`config.mk`:
```
export PLATFORM = sky130hd
export DESIGN_NAME = ascii_to_binary
export DESIGN_NICKNAME = d
export VERILOG_FILES = /design/src/rtl/ascii_to_binary.sv
export SDC_FILE = /design/constraint.sdc
export NUM_CORES = 1
export LEC_CHECK = 0
export BUFFER_PORTS_ARGS = -buffer_cell sky130_fd_sc_hd__buf_2
export CORE_MARGIN = 2
export CORE_UTILIZATION = 45
export CTS_CLUSTER_SIZE = 30
export DETAILED_ROUTE_END_ITERATION = 16
export HOLD_SLACK_MARGIN = 0.03
export PLACE_DENSITY = 0.66
export SETUP_SLACK_MARGIN = 0.4
export SYNTH_ARGS = -nofsm -noshare
export SYNTH_HDL_FRONTEND = slang
export SYNTH_SLANG_ARGS = --single-unit
```
`constraint.sdc`:
```
create_clock -name clk -period 7.2 [get_ports clk]
set_input_delay 0.72 -clock clk [delete_from_list [all_inputs] [get_ports clk]]
set_output_delay 0.72 -clock clk [all_outputs]
set_load 0.01 [all_outputs]
```
`src/rtl/ascii_to_binary.sv`:
```
// rtl/ascii_to_binary.sv - signed decimal ASCII field to two's-complement parser
//
// Accepts one ASCII character per cycle and parses an optional sign, 1..MAX_DIGITS
// decimal digits and a terminator (CR, LF, ',' or space). The result is a WIDTH-bit
// two's-complement value. Each terminated field produces exactly one pulse:
// value_valid for a good field, or error for a malformed one.
//
// Ports:
//   clk          system clock, rising edge
//   reset        synchronous active-low reset
//   enable       gates character acceptance; state and outputs hold while low
//   in_valid     in_char carries a character this cycle
//   in_char      ASCII character
//   in_ready     enable & reset; a character is consumed on in_valid & in_ready
//   value        last committed value, two's complement
//   is_negative  sign of value
//   value_valid  one-cycle pulse, value/is_negative just updated
//   error        one-cycle pulse, malformed field detected

module ascii_to_binary #(
   parameter int WIDTH      = 13,
   parameter int MAX_DIGITS = 4
) (
   input  logic             clk,
   input  logic             reset,
   input  logic             enable,
   input  logic             in_valid,
   input  logic [7:0]       in_char,
   output logic             in_ready,
   output logic [WIDTH-1:0] value,
   output logic             is_negative,
   output logic             value_valid,
   output logic             error
);

   // acc holds a magnitude up to 2^(WIDTH-1), which needs one bit beyond WIDTH-1.
   // The product acc*10+9 needs three more bits on top of that.
   localparam int AW  = WIDTH + 1;
   localparam int IW  = WIDTH + 4;
   localparam int NDW = $clog2(MAX_DIGITS + 1);

   localparam logic [AW-1:0]  ACC_LIMIT  = AW'(1) << (WIDTH - 1);
   localparam logic [IW-1:0]  PROD_LIMIT = IW'(1) << (WIDTH - 1);
   localparam logic [NDW-1:0] NDIG_MAX   = NDW'(MAX_DIGITS);

   typedef enum logic [1:0] {
      S_IDLE   = 2'd0,
      S_SIGNED = 2'd1,
      S_DIGITS = 2'd2,
      S_SKIP   = 2'd3
   } state_t;

   state_t           r_state;
   logic [AW-1:0]    r_acc;
   logic [NDW-1:0]   r_ndig;
   logic             r_neg;
   logic [WIDTH-1:0] r_value;
   logic             r_is_negative;
   logic             r_value_valid;
   logic             r_error;

   state_t           w_state_nx;
   logic [AW-1:0]    w_acc_nx;
   logic [NDW-1:0]   w_ndig_nx;
   logic             w_neg_nx;
   logic             w_commit;
   logic             w_fail;

   logic             w_fire;
   logic             w_is_digit;
   logic             w_is_sign;
   logic             w_is_term;
   logic [3:0]       w_digit;
   logic [IW-1:0]    w_acc_ext;
   logic [IW-1:0]    w_prod;
   logic [AW-1:0]    w_acc_neg;
   logic [WIDTH-1:0] w_value_nx;
   logic             w_is_negative_nx;

   assign in_ready    = enable & reset;
   assign w_fire      = in_valid & in_ready;

   assign value       = r_value;
   assign is_negative = r_is_negative;
   assign value_valid = r_value_valid;
   assign error       = r_error;

   // Character classification
   assign w_is_digit = (in_char >= 8'h30) && (in_char <= 8'h39);
   assign w_is_sign  = (in_char == 8'h2D) || (in_char == 8'h2B);
   assign w_is_term  = (in_char == 8'h0D) || (in_char == 8'h0A) ||
                       (in_char == 8'h2C) || (in_char == 8'h20);
   // For '0'..'9' the low nibble is the digit value
   assign w_digit    = in_char[3:0];

   // acc*10 + d as shift-and-add
   assign w_acc_ext  = IW'(r_acc);
   assign w_prod     = (w_acc_ext << 3) + (w_acc_ext << 1) + IW'(w_digit);

   // State register
   always_ff @(posedge clk) begin
      if (!reset) begin
         r_state <= S_IDLE;
         r_acc   <= '0;
         r_ndig  <= '0;
         r_neg   <= 1'b0;
      end else begin
         r_state <= w_state_nx;
         r_acc   <= w_acc_nx;
         r_ndig  <= w_ndig_nx;
         r_neg   <= w_neg_nx;
      end
   end

   // Next-state logic; nothing moves unless a character is consumed
   always_comb begin
      w_state_nx = r_state;
      w_acc_nx   = r_acc;
      w_ndig_nx  = r_ndig;
      w_neg_nx   = r_neg;
      w_commit   = 1'b0;
      w_fail     = 1'b0;

      if (w_fire) begin
         case (r_state)
            S_IDLE: begin
               if (w_is_digit) begin
                  w_acc_nx   = AW'(w_digit);
                  w_ndig_nx  = NDW'(1);
                  w_neg_nx   = 1'b0;
                  w_state_nx = S_DIGITS;
               end else if (w_is_sign) begin
                  w_neg_nx   = (in_char == 8'h2D);
                  w_state_nx = S_SIGNED;
               end else if (!w_is_term) begin
                  w_fail     = 1'b1;
                  w_state_nx = S_SKIP;
               end
            end

            S_SIGNED: begin
               if (w_is_digit) begin
                  w_acc_nx   = AW'(w_digit);
                  w_ndig_nx  = NDW'(1);
                  w_state_nx = S_DIGITS;
               end else if (w_is_term) begin
                  // Bare sign: the field ends here, so no skipping is needed
                  w_fail     = 1'b1;
                  w_state_nx = S_IDLE;
               end else begin
                  w_fail     = 1'b1;
                  w_state_nx = S_SKIP;
               end
            end

            S_DIGITS: begin
               if (w_is_digit) begin
                  if (r_ndig == NDIG_MAX) begin
                     w_fail     = 1'b1;
                     w_state_nx = S_SKIP;
                  end else if (w_prod > PROD_LIMIT) begin
                     w_fail     = 1'b1;
                     w_state_nx = S_SKIP;
                  end else begin
                     w_acc_nx  = w_prod[AW-1:0];
                     w_ndig_nx = r_ndig + NDW'(1);
                  end
               end else if (w_is_term) begin
                  // 2^(WIDTH-1) is only representable as a negative value
                  if (!r_neg && (r_acc == ACC_LIMIT)) begin
                     w_fail = 1'b1;
                  end else begin
                     w_commit = 1'b1;
                  end
                  w_state_nx = S_IDLE;
               end else begin
                  w_fail     = 1'b1;
                  w_state_nx = S_SKIP;
               end
            end

            S_SKIP: begin
               if (w_is_term) begin
                  w_state_nx = S_IDLE;
               end
            end

            default: begin
               w_state_nx = S_IDLE;
            end
         endcase
      end
   end

   // Output logic: value to load on a commit
   always_comb begin
      w_acc_neg        = AW'(0) - r_acc;
      w_value_nx       = r_neg ? w_acc_neg[WIDTH-1:0] : r_acc[WIDTH-1:0];
      // "-0" commits as a plain zero
      w_is_negative_nx = r_neg & (r_acc != '0);
   end

   // Output registers; pulses clear every cycle, enabled or not
   always_ff @(posedge clk) begin
      if (!reset) begin
         r_value       <= '0;
         r_is_negative <= 1'b0;
         r_value_valid <= 1'b0;
         r_error       <= 1'b0;
      end else begin
         r_value_valid <= w_commit;
         r_error       <= w_fail;
         if (w_commit) begin
            r_value       <= w_value_nx;
            r_is_negative <= w_is_negative_nx;
         end
      end
   end

endmodule

```
==> results.json, run 1 <==
{
  "status": "finished, final reports clean",
  "holdBufCountCts": 0,
  "leakagePower_nw": 1.47,
  "final.setup.tns_ns": 0,
  "clkSlewWorstSetupHoldPaths_ns": 0.07,
  "clk-insertion-delay-late_ns": 0.28,
  "fin_util_pct": 50.8,
  "start_util_pct": 46.4,
  "period_needed_ns": 4.18,
  "cts_buffers": 5,
  "fin_skew_ns": 0.00457,
  "post-route-drc-count": 0,
  "cts_setup_buffers": 0,
  "grt.total_usage_pct": 20.9,
  "synth_edf_count": 0,
  "drt_iter0_drc": 164,
  "cp_slowest_cell": "o41ai_4",
  "hp-class": "register to register",
  "die_w_um": 84.9,
  "synthTopCellsByArea": "dfxtp_1 24%, ha_1 13%, mux2i_1 6.5%",
  "setup-violations-final": 0,
  "coreArea_mm2": 0.00635,
  "first_pass_iters": 4,
  "antenna_left": 0,
  "dp_hpwl_mm": 5.42,
  "total_power_w": 0.000385,
  "holdCritStartpoint": "is_negative",
  "grt_pass1_vias": 2574,
  "relSlewSlack_pct": 54.0,
  "powerDensity_mw_per_mm2": 119,
  "seqCellArea_um2": 721,
  "cts_buffer_depth": 2,
  "cts_resized": 0,
  "diodes": 0,
  "r2r-start": "r_acc[0]",
  "io_pins": 29,
  "finalHoldViolations": 0,
  "cts.sinks": 36,
  "finalCritPeriodShare_pct": 58.0,
  "htreeDepth": 2,
  "avgSynthCellArea_um2": 8.62,
  "gp_congestion": 0.862,
  "syn_inst": 342,
  "critPathCaptureType": "register",
  "cpPeakStageDelay_ns": 0.56,
  "async_flop_share_pct": 0,
  "arrival_ns": 4.36,
  "synth_flop_cell": "dfxtp_1",
  "maxSlewViolCount": 0,
  "yosys_warnings": 0,
  "yosysSeqAreaShare_pct": 24.5,
  "grt_max_degree": 27,
  "antenna_found_initial": 0,
  "cts_tree": "built",
  "cts-root-buf": "clkbuf_8",
  "fmax_mhz": 239,
  "grt_remaining_overflow": 0,
  "rows": 29,
  "synth_cell_types": 67,
  "dieArea_mm2": 0.00721,
  "max-cap-violations": 0,
  "io_buffers": 28,
  "rr_endpoint": "r_acc[13]",
  "die_h_um": 84.9,
  "cp_cell_sequence": "buf_2 -> inv_1 -> fa_1 -> inv_1 -> fa_1 -> or4_1 -> nor2_1 -> o21ai_1 -> nor4_2 -> a41oi_2 -> o41ai_4 -> nand2_4 -> and3_1",
  "wl_mm": 7.02,
  "nFillCells": 603,
  "grt_pass1_wl_mm": 12.5,
  "syn2layout_area_growth_pct": 9.51,
  "final_nets": 412,
  "synth_top_area_share_pct": 24.5,
  "synth_nets": 386,
  "syn-cell-area_mm2": 0.00295,
  "synth_common_cells": "36 x dfxtp_1, 34 x nand2_1, 32 x nor2_1, 30 x ha_1",
  "tightest_slew_ns": 0.686,
  "yosysTopAreaCell": "dfxtp_1",
  "r2r_slack_ns": 3.10,
  "ys_ff_latch": 36,
  "holdPathEnd": "is_negative",
  "multi_input_area_mm2": 0.00210,
  "wl_per_cell_um": 15.8,
  "drive_gt1_share_pct": 16.3,
  "rr_worst_depth": 12,
  "worstPathRequired_ns": 7.38,
  "start_kind": "input pin",
  "critPathKind": "input pin to register",
  "synth.most_common_cell": "dfxtp_1",
  "viasPerCell": 5.82,
  "max-vdd-ir-drop_uv": 88.6,
  "min_delay_path_depth": 2,
  "rsz0062_at_grt": "no",
  "num_vias": 2589,
  "crit_fanout": 13
}
==> where the power goes <==
group	total [W]	internal [W]	switching, W
registers	0.000202	0.000200	0.00000157
clock network	0.000158	0.0000853	0.0000724
logic	0.0000260	0.00000961	0.0000164
total	0.000385	0.000295	0.0000904
==> worst max path at each step <==
stage,start,endpoint,slack (ns),cells past startpoint
global placement,in_char[3],r_acc[13],2.88,13
global route,in_char[3],r_acc[13],2.84,13
finish,in_char[3],r_acc[13],3.02,13
floorplan,in_char[3],r_acc[3],3.21,13
CTS,in_char[3],r_acc[13],3.04,13
detailed placement,in_char[3],r_acc[13],2.75,13
==> layer usage <==
layer | share of wire (%) | GRT usage [%]
met1 | 48 | 29.1
met2 | 48 | 34.8
met3 | 3.8 | 2.82
met4 | 0.71 | 3.90
met5 | 0 | 0
==> cell families (layout without fill, tap and decap cells) <==
family / count (synthesis) / after routing / share of synthesized area [%]
and+or+nand+nor: 124 / 124 / 21.8
muxes: 19 / 19 / 6.45
adders and majority gates: 32 / 32 / 14.1
buffers and inverters: 28 / 54 / 4.33
DFF: 36 / 36 / 24.5
AOI/OAI and AO/OA: 87 / 87 / 24.1
xor gates and xnor gates: 16 / 16 / 4.76
==> critical path, delay by kind of cell <==
family	cells	cell delay [ns]
AND/OR/NAND/NOR	5	1.46
buffers and inverters	3	0.26
AO/OA/AOI/OAI	3	0.88
adder cells (fa/ha/maj)	2	1.04
==> cell type report <==
class                   instances  area share, %
inverters                      18           2.09
clock buffers                   7           2.99
repair buffers                 29           4.58
well taps                      77           2.99
flip-flops and latches         36           22.3
multi-input cells             278           65.0
==> state kept, by name (all words and copies together), names as in the netlist <==
register	flops
r_neg	1
error	1
r_ndig	3
r_acc	14
is_negative	1
r_state	2
value_valid	1
value	13
==> layout by cell type, fill, tap and decap left out, drive strengths merged, types with 3 or more instances in the layout <==
cell type and instances:
a311oi 6, nor2b 5, a21o 4, nand2b 9, o21ai 16, and3 4
inv 17, a211oi 11, o41ai 4, o2111ai 3, or3 3, buf 29
clkbuf 7, xor2 14, or4 5, nand2 35, ha 30, nor2 33
a21oi 19, nor3 3, and2 3, mux2i 19, nand3 11, dfxtp 36
==> through the flow <==
stage | worst slack [ns] | hold WS (ns) | std cells | cell area (um2)
after floorplan | 3.21 | 0.455 | 342 | 2950
after global placement | 2.88 | 0.457 | 438 | 3130
after detailed placement | 2.75 | 0.471 | 438 | 3130
after CTS | 3.04 | 0.482 | 445 | 3230
after global routing | 2.84 | 0.486 | 445 | 3230
final | 3.02 | 0.482 | 445 | 3230
Note: power is estimated with default switching activity, not from simulation.
==> inputs of run 2 (changes only) <==
--- a/config.mk
+++ b/config.mk
@@ -11,7 +11,7 @@
 export CTS_CLUSTER_SIZE = 30
 export DETAILED_ROUTE_END_ITERATION = 16
 export HOLD_SLACK_MARGIN = 0.03
-export PLACE_DENSITY = 0.66
+export PLACE_DENSITY = 0.69
 export SETUP_SLACK_MARGIN = 0.4
 export SYNTH_ARGS = -nofsm -noshare
 export SYNTH_HDL_FRONTEND = slang
==> constraint.sdc (replaced) <==
create_clock -name clk -period 3.4 [get_ports clk]
set_input_delay 0.34 -clock clk [delete_from_list [all_inputs] [get_ports clk]]
set_output_delay 0.34 -clock clk [all_outputs]
set_load 0.01 [all_outputs]
==> run 2 against run 1 <==
Net effect:
- the run now ends with negative setup slack left
- via count rose by 12%
- utilization rose by 7.2 points
- critical path depth did not move
- clock-buffer cell count fell by 1
- final cell count rose by 8.3%
- flip-flop and latch count did not move
- cell area rose by 14%
- highest routed layer unchanged
==> results.json, run 2 (synthesis gave the netlist of run 1 again) <==
{
  "maxSlewViolCount": 0,
  "hp-class": "input pin to register",
  "start_kind": "register",
  "first_pass_iters": 5,
  "grt_remaining_overflow": 0,
  "cts.sinks": 36,
  "cts_buffer_depth": 2,
  "dieArea_mm2": 0.00721,
  "antenna_found_initial": 0,
  "die_h_um": 84.9,
  "htreeDepth": 2,
  "clkSlewWorstSetupHoldPaths_ns": 0.07,
  "drt_iter0_drc": 140,
  "relSlewSlack_pct": 50.7,
  "wl_mm": 8.24,
  "largest_reg_flops": 14,
  "arrival_ns": 3.75,
  "grt.total_usage_pct": 22.8,
  "clk-insertion-delay-late_ns": 0.30,
  "crit_fanout": 4,
  "cp_cell_sequence": "inv_2 -> fa_1 -> inv_2 -> fa_2 -> or4_4 -> nor2_4 -> o21ai_2 -> nor4_2 -> a41oi_2 -> buf_4 -> or4_4 -> nor2_4 -> a311oi_1",
  "fmax_mhz": 279,
  "wl_per_cell_um": 17.1,
  "total_power_w": 0.000796,
  "worstPathRequired_ns": 3.56,
  "finalCritPeriodShare_pct": 105,
  "post-route-drc-count": 0,
  "num_vias": 2906,
  "cpPeakStageDelay_ns": 0.55,
  "nFillCells": 525,
  "layout_common_cells": "34 x nand2_1, 34 x dfxtp_1, 33 x buf_4",
  "start_util_pct": 46.4,
  "dp_hpwl_mm": 5.73,
  "violations": "negative setup slack",
  "io_buffers": 28,
  "grt_pass1_vias": 2695,
  "tightest_slew_ns": 0.740,
  "gp_congestion": 0.887,
  "cts_tree": "built",
  "setup-violations-final": 19,
  "grt_max_degree": 23,
  "finalHoldViolations": 0,
  "cts-root-buf": "clkbuf_8",
  "regMostFlops": "r_acc",
  "max-cap-violations": 0,
  "critPathCaptureType": "register",
  "whs_ns": 0.392,
  "coreArea_mm2": 0.00635,
  "rows": 29,
  "rsz0062_at_grt": "yes",
  "holdBufCountCts": 0,
  "critPathKind": "register to register",
  "fin_util_pct": 58.0,
  "fin_skew_ns": 0.00984,
  "antenna_left": 0,
  "max-vdd-ir-drop_uv": 230,
  "syn2layout_area_growth_pct": 25.0,
  "cts_buffers": 5,
  "io_pins": 29,
  "viasPerCell": 6.03,
  "powerDensity_mw_per_mm2": 216,
  "status": "finished with violations",
  "diodes": 0,
  "final_nets": 449,
  "drive_gt1_share_pct": 29.6,
  "cp_slowest_cell": "fa_1",
  "period_needed_ns": 3.58,
  "setup_ws_ns": -0.184,
  "leakagePower_nw": 1.66,
  "grt_pass1_wl_mm": 13.2,
  "die_w_um": 84.9
}
[run 2: cell count changes in the layout (fill, tap and decap cells not counted), moves of 3 or more]
cell,before,now
a21oi_2,0,4
or4_1,5,1
inv_1,17,14
or4_4,0,4
a21oi_1,19,15
buf_4,1,33
inv_2,0,3
[run 2: path summary, 6_finish.rpt]
check | start | to | slack (ns) | depth (start not counted)
max | r_acc[2] | r_ndig[0] | -0.18 | 13
min | in_char[0] | r_acc[0] | 0.39 | 3
max reg2reg | r_acc[2] | r_ndig[0] | -0.18 | 13
min reg2reg | is_negative | is_negative | 0.48 | 2
[run 2: critical path: cells and delay by family (launching register included)]
family,cells,cell delay (ns)
AO/OA/AOI/OAI,3,0.37
adder cells (fa/ha/maj),2,0.98
flip-flops,1,0.34
AND/OR/NAND/NOR,5,1.48
buffers and inverters,3,0.27
[run 2: through the flow]
stage,TNS (ns),area (um2),std cells,setup WS (ns)
after CTS,-1.34,3560,477,-0.100
after detailed placement,-4.51,3320,462,-0.279
after global placement,-3.97,3320,462,-0.256
final,-1.70,3680,482,-0.184
after floorplan,0,2960,342,0.0154
after global routing,-3.64,3680,482,-0.258
[run 2: what timing repair did]
item                                   CTS  global route
setup buffers                            5             5
setup endpoints to repair               33            33
gates resized for setup                 15            14
endpoints found under the hold margin    0             0
pin swaps                               11             9
gates cloned                             3             0
[run 2: cell type report]
cell class                 instances  area, um2  share of cell area [%]
clock buffer                       6       72.6                    1.97
clock inverter                     1       5.00                   0.136
inverter                          18       67.6                    1.83
multi-input combinational        281       2310                    62.7
sequential                        36        723                    19.6
tap                               77       96.3                    2.62
timing repair buffer              63        410                    11.1
[run 2: routing by layer]
layer  routed length, um  track usage (%)
met5                   0                0
met4                 159             6.78
met3                 329             4.38
met2                3900             37.0
met1                3850             31.0
[run 2: power breakdown]
part	internal (W)	switching [W]
clock network	0.000139	0.000161
logic	0.0000285	0.0000399
registers	0.000424	0.00000373
total	0.000592	0.000204
==> inputs of run 3 (changes only) <==
--- a/config.mk
+++ b/config.mk
@@ -6,12 +6,14 @@
 export NUM_CORES = 1
 export LEC_CHECK = 0
 export BUFFER_PORTS_ARGS = -buffer_cell sky130_fd_sc_hd__buf_2
+export CELL_PAD_IN_SITES_DETAIL_PLACEMENT = 1
+export CELL_PAD_IN_SITES_GLOBAL_PLACEMENT = 1
 export CORE_MARGIN = 2
-export CORE_UTILIZATION = 45
+export CORE_UTILIZATION = 41
 export CTS_CLUSTER_SIZE = 30
 export DETAILED_ROUTE_END_ITERATION = 16
 export HOLD_SLACK_MARGIN = 0.03
-export PLACE_DENSITY = 0.69
+export PLACE_DENSITY = 0.8
 export SETUP_SLACK_MARGIN = 0.4
 export SYNTH_ARGS = -nofsm -noshare
 export SYNTH_HDL_FRONTEND = slang
==> run 3 against run 2 <==
Net effect:
- the flow still finishes with violations (negative setup slack)
- combinational power up 15%
- cell area up 7.0%
- via count up 6.1%
- first-iteration DRC count up 51%
- clock skew about the same
- worst hold slack better by 0.031 ns
- utilization down 0.61 points
- clock-buffer cell count unchanged
- maximum frequency down 7.2%
- global-route usage up 6.3 points
- critical endpoint is now r_acc[8]
==> results.json, run 3 (synthesis gave the netlist of run 1 again) <==
{
  "cts_buffer_depth": 2,
  "max-cap-violations": 0,
  "clk-insertion-delay-late_ns": 0.29,
  "setup_ws_ns": -0.463,
  "coreArea_mm2": 0.00687,
  "die_h_um": 88.8,
  "grt_max_degree": 22,
  "drt_iter0_drc": 212,
  "start_util_pct": 42.9,
  "holdCritStartpoint": "in_char[0]",
  "io_buffers": 28,
  "viasPerCell": 6.01,
  "fin_util_pct": 57.4,
  "syn2layout_area_growth_pct": 33.8,
  "regMostFlops": "r_acc",
  "final_nets": 461,
  "grt_pass1_wl_mm": 17.2,
  "r2r_slack_ns": -0.46,
  "grt_remaining_overflow": 0,
  "holdPathEnd": "r_acc[0]",
  "dp_hpwl_mm": 6.73,
  "nFillCells": 794,
  "power_frac_seq_pct": 53.1,
  "seqCellArea_um2": 724,
  "pwr-share-clk_pct": 37.2,
  "arrival_ns": 4.06,
  "powerDensity_mw_per_mm2": 204,
  "dieArea_mm2": 0.00788,
  "setup-violations-final": 19,
  "antenna_left": 0,
  "cts-root-buf": "clkbuf_8",
  "antenna_found_initial": 0,
  "worstPathRequired_ns": 3.60,
  "hp-class": "input pin to register",
  "post-route-drc-count": 0,
  "max-vdd-ir-drop_uv": 153,
  "tightest_slew_ns": 1.25,
  "htreeDepth": 2,
  "critPathCaptureType": "register",
  "io_pins": 29,
  "finalCritPeriodShare_pct": 114,
  "gp_congestion": 0.834,
  "fin_skew_ns": 0.00958,
  "cts.sinks": 36,
  "status": "finished with violations",
  "grt.total_usage_pct": 29.1,
  "period_needed_ns": 3.86,
  "violations": "negative setup slack",
  "total_power_w": 0.000805,
  "rows": 30,
  "largest_reg_flops": 14,
  "grt_pass1_vias": 3200,
  "start_kind": "register",
  "diodes": 0,
  "placed_cells": 484,
  "critPathKind": "register to register",
  "cts_buffers": 5,
  "r2r-start": "r_acc[0]",
  "clkSlewWorstSetupHoldPaths_ns": 0.08,
  "die_w_um": 88.8,
  "min_delay_path_depth": 3,
  "cp_cell_sequence": "inv_2 -> fa_1 -> inv_2 -> fa_2 -> a21oi_2 -> o211ai_1 -> buf_4 -> xor2_4 -> nor4_4 -> a41oi_2 -> buf_4 -> o41ai_4 -> buf_6 -> buf_12 -> nand2_8 -> mux2i_1",
  "wl_per_cell_um": 23.3,
  "maxSlewViolCount": 0,
  "fmax_mhz": 259,
  "cp_slowest_cell": "fa_1",
  "wl_mm": 12.0,
  "rsz0062_at_grt": "yes",
  "holdBufCountCts": 0,
  "relSlewSlack_pct": 16.3,
  "rr_worst_depth": 16,
  "layout_commonest_cell": "buf_4",
  "finalHoldViolations": 0,
  "first_pass_iters": 4,
  "cpPeakStageDelay_ns": 0.63,
  "num_vias": 3084,
  "layout_common_cells": "39 x buf_4, 34 x nand2_1, 33 x dfxtp_1",
  "drive_gt1_share_pct": 35.0,
  "p_sw_w": 0.000209,
  "cts_tree": "built",
  "crit_fanout": 6,
  "switching_share_pct": 26.0,
  "leakagePower_nw": 1.77,
  "fin_cells": 513,
  "multi_input_area_mm2": 0.00239,
  "combPwrFrac_pct": 9.8,
  "p_int_w": 0.000595,
  "rr_endpoint": "r_acc[8]"
}
run 3: repair_timing:
item / in CTS / in global routing
setup endpoints to repair: 33 / 33
gates resized for setup: 23 / 32
buffers inserted: 8 / 10
gates cloned: 4 / 0
pin swaps: 15 / 20
run 3: routing by layer:
metal,wire [um],GRT usage [%],vias up
li1,-,-,1415
met1,4820,35.6,1530
met2,6080,52.4,104
met4,488,9.64,0
met3,566,3.73,35
met5,0,0,-
run 3: final cells by class:
cell class / count / area share (%)
multi-input cells: 281 / 60.6
flip-flops and latches: 36 / 18.4
repair buffers: 75 / 14.3
well taps: 96 / 3.05
clock buffers: 6 / 1.84
inverters: 18 / 1.78
clock inverters: 1 / 0.127
run 3: worst max path at each step:
stage                     from        end  slack (ns)
floorplan             r_acc[2]   r_acc[3]        0.02
global placement    in_char[3]  r_ndig[0]       -0.26
detailed placement  in_char[3]  r_acc[13]       -0.29
CTS                   r_acc[2]   r_acc[1]       -0.16
global route          r_acc[0]   r_acc[8]       -0.53
finish                r_acc[0]   r_acc[8]       -0.46
run 3: power by group through the flow:
stage	combinational [W]	clock [W]	sequential, W
2_1_floorplan	0.0000357	0	0.000436
3_3_place_gp	0.0000599	0	0.000436
5_1_grt	0.0000841	0.000321	0.000427
3_5_place_dp	0.0000620	0	0.000437
4_1_cts	0.0000685	0.000293	0.000427
6_report	0.0000786	0.000299	0.000427
run 3: critical path, delay by kind of cell (launching register included):
| family | cells | cell delay, ns |
|---|---|---|
| AO/OA/AOI/OAI | 4 | 0.79 |
| multiplexers | 1 | 0.24 |
| XOR/XNOR | 1 | 0.16 |
| buffers and inverters | 6 | 0.89 |
| flip-flops | 1 | 0.35 |
| AND/OR/NAND/NOR | 2 | 0.35 |
| adder cells (fa/ha/maj) | 2 | 0.99 |
run 3: per-stage QoR:
stage               instance area, um2  hold WS, ns  worst slack, ns  TNS, ns
CTS                               3690        0.412           -0.162    -2.55
floorplan                         2960        0.455           0.0154        0
global route                      3940        0.442           -0.527    -8.40
finish                            3940        0.423           -0.463    -7.26
global placement                  3360        0.462           -0.259    -4.26
detailed placement                3360        0.487           -0.292    -5.02
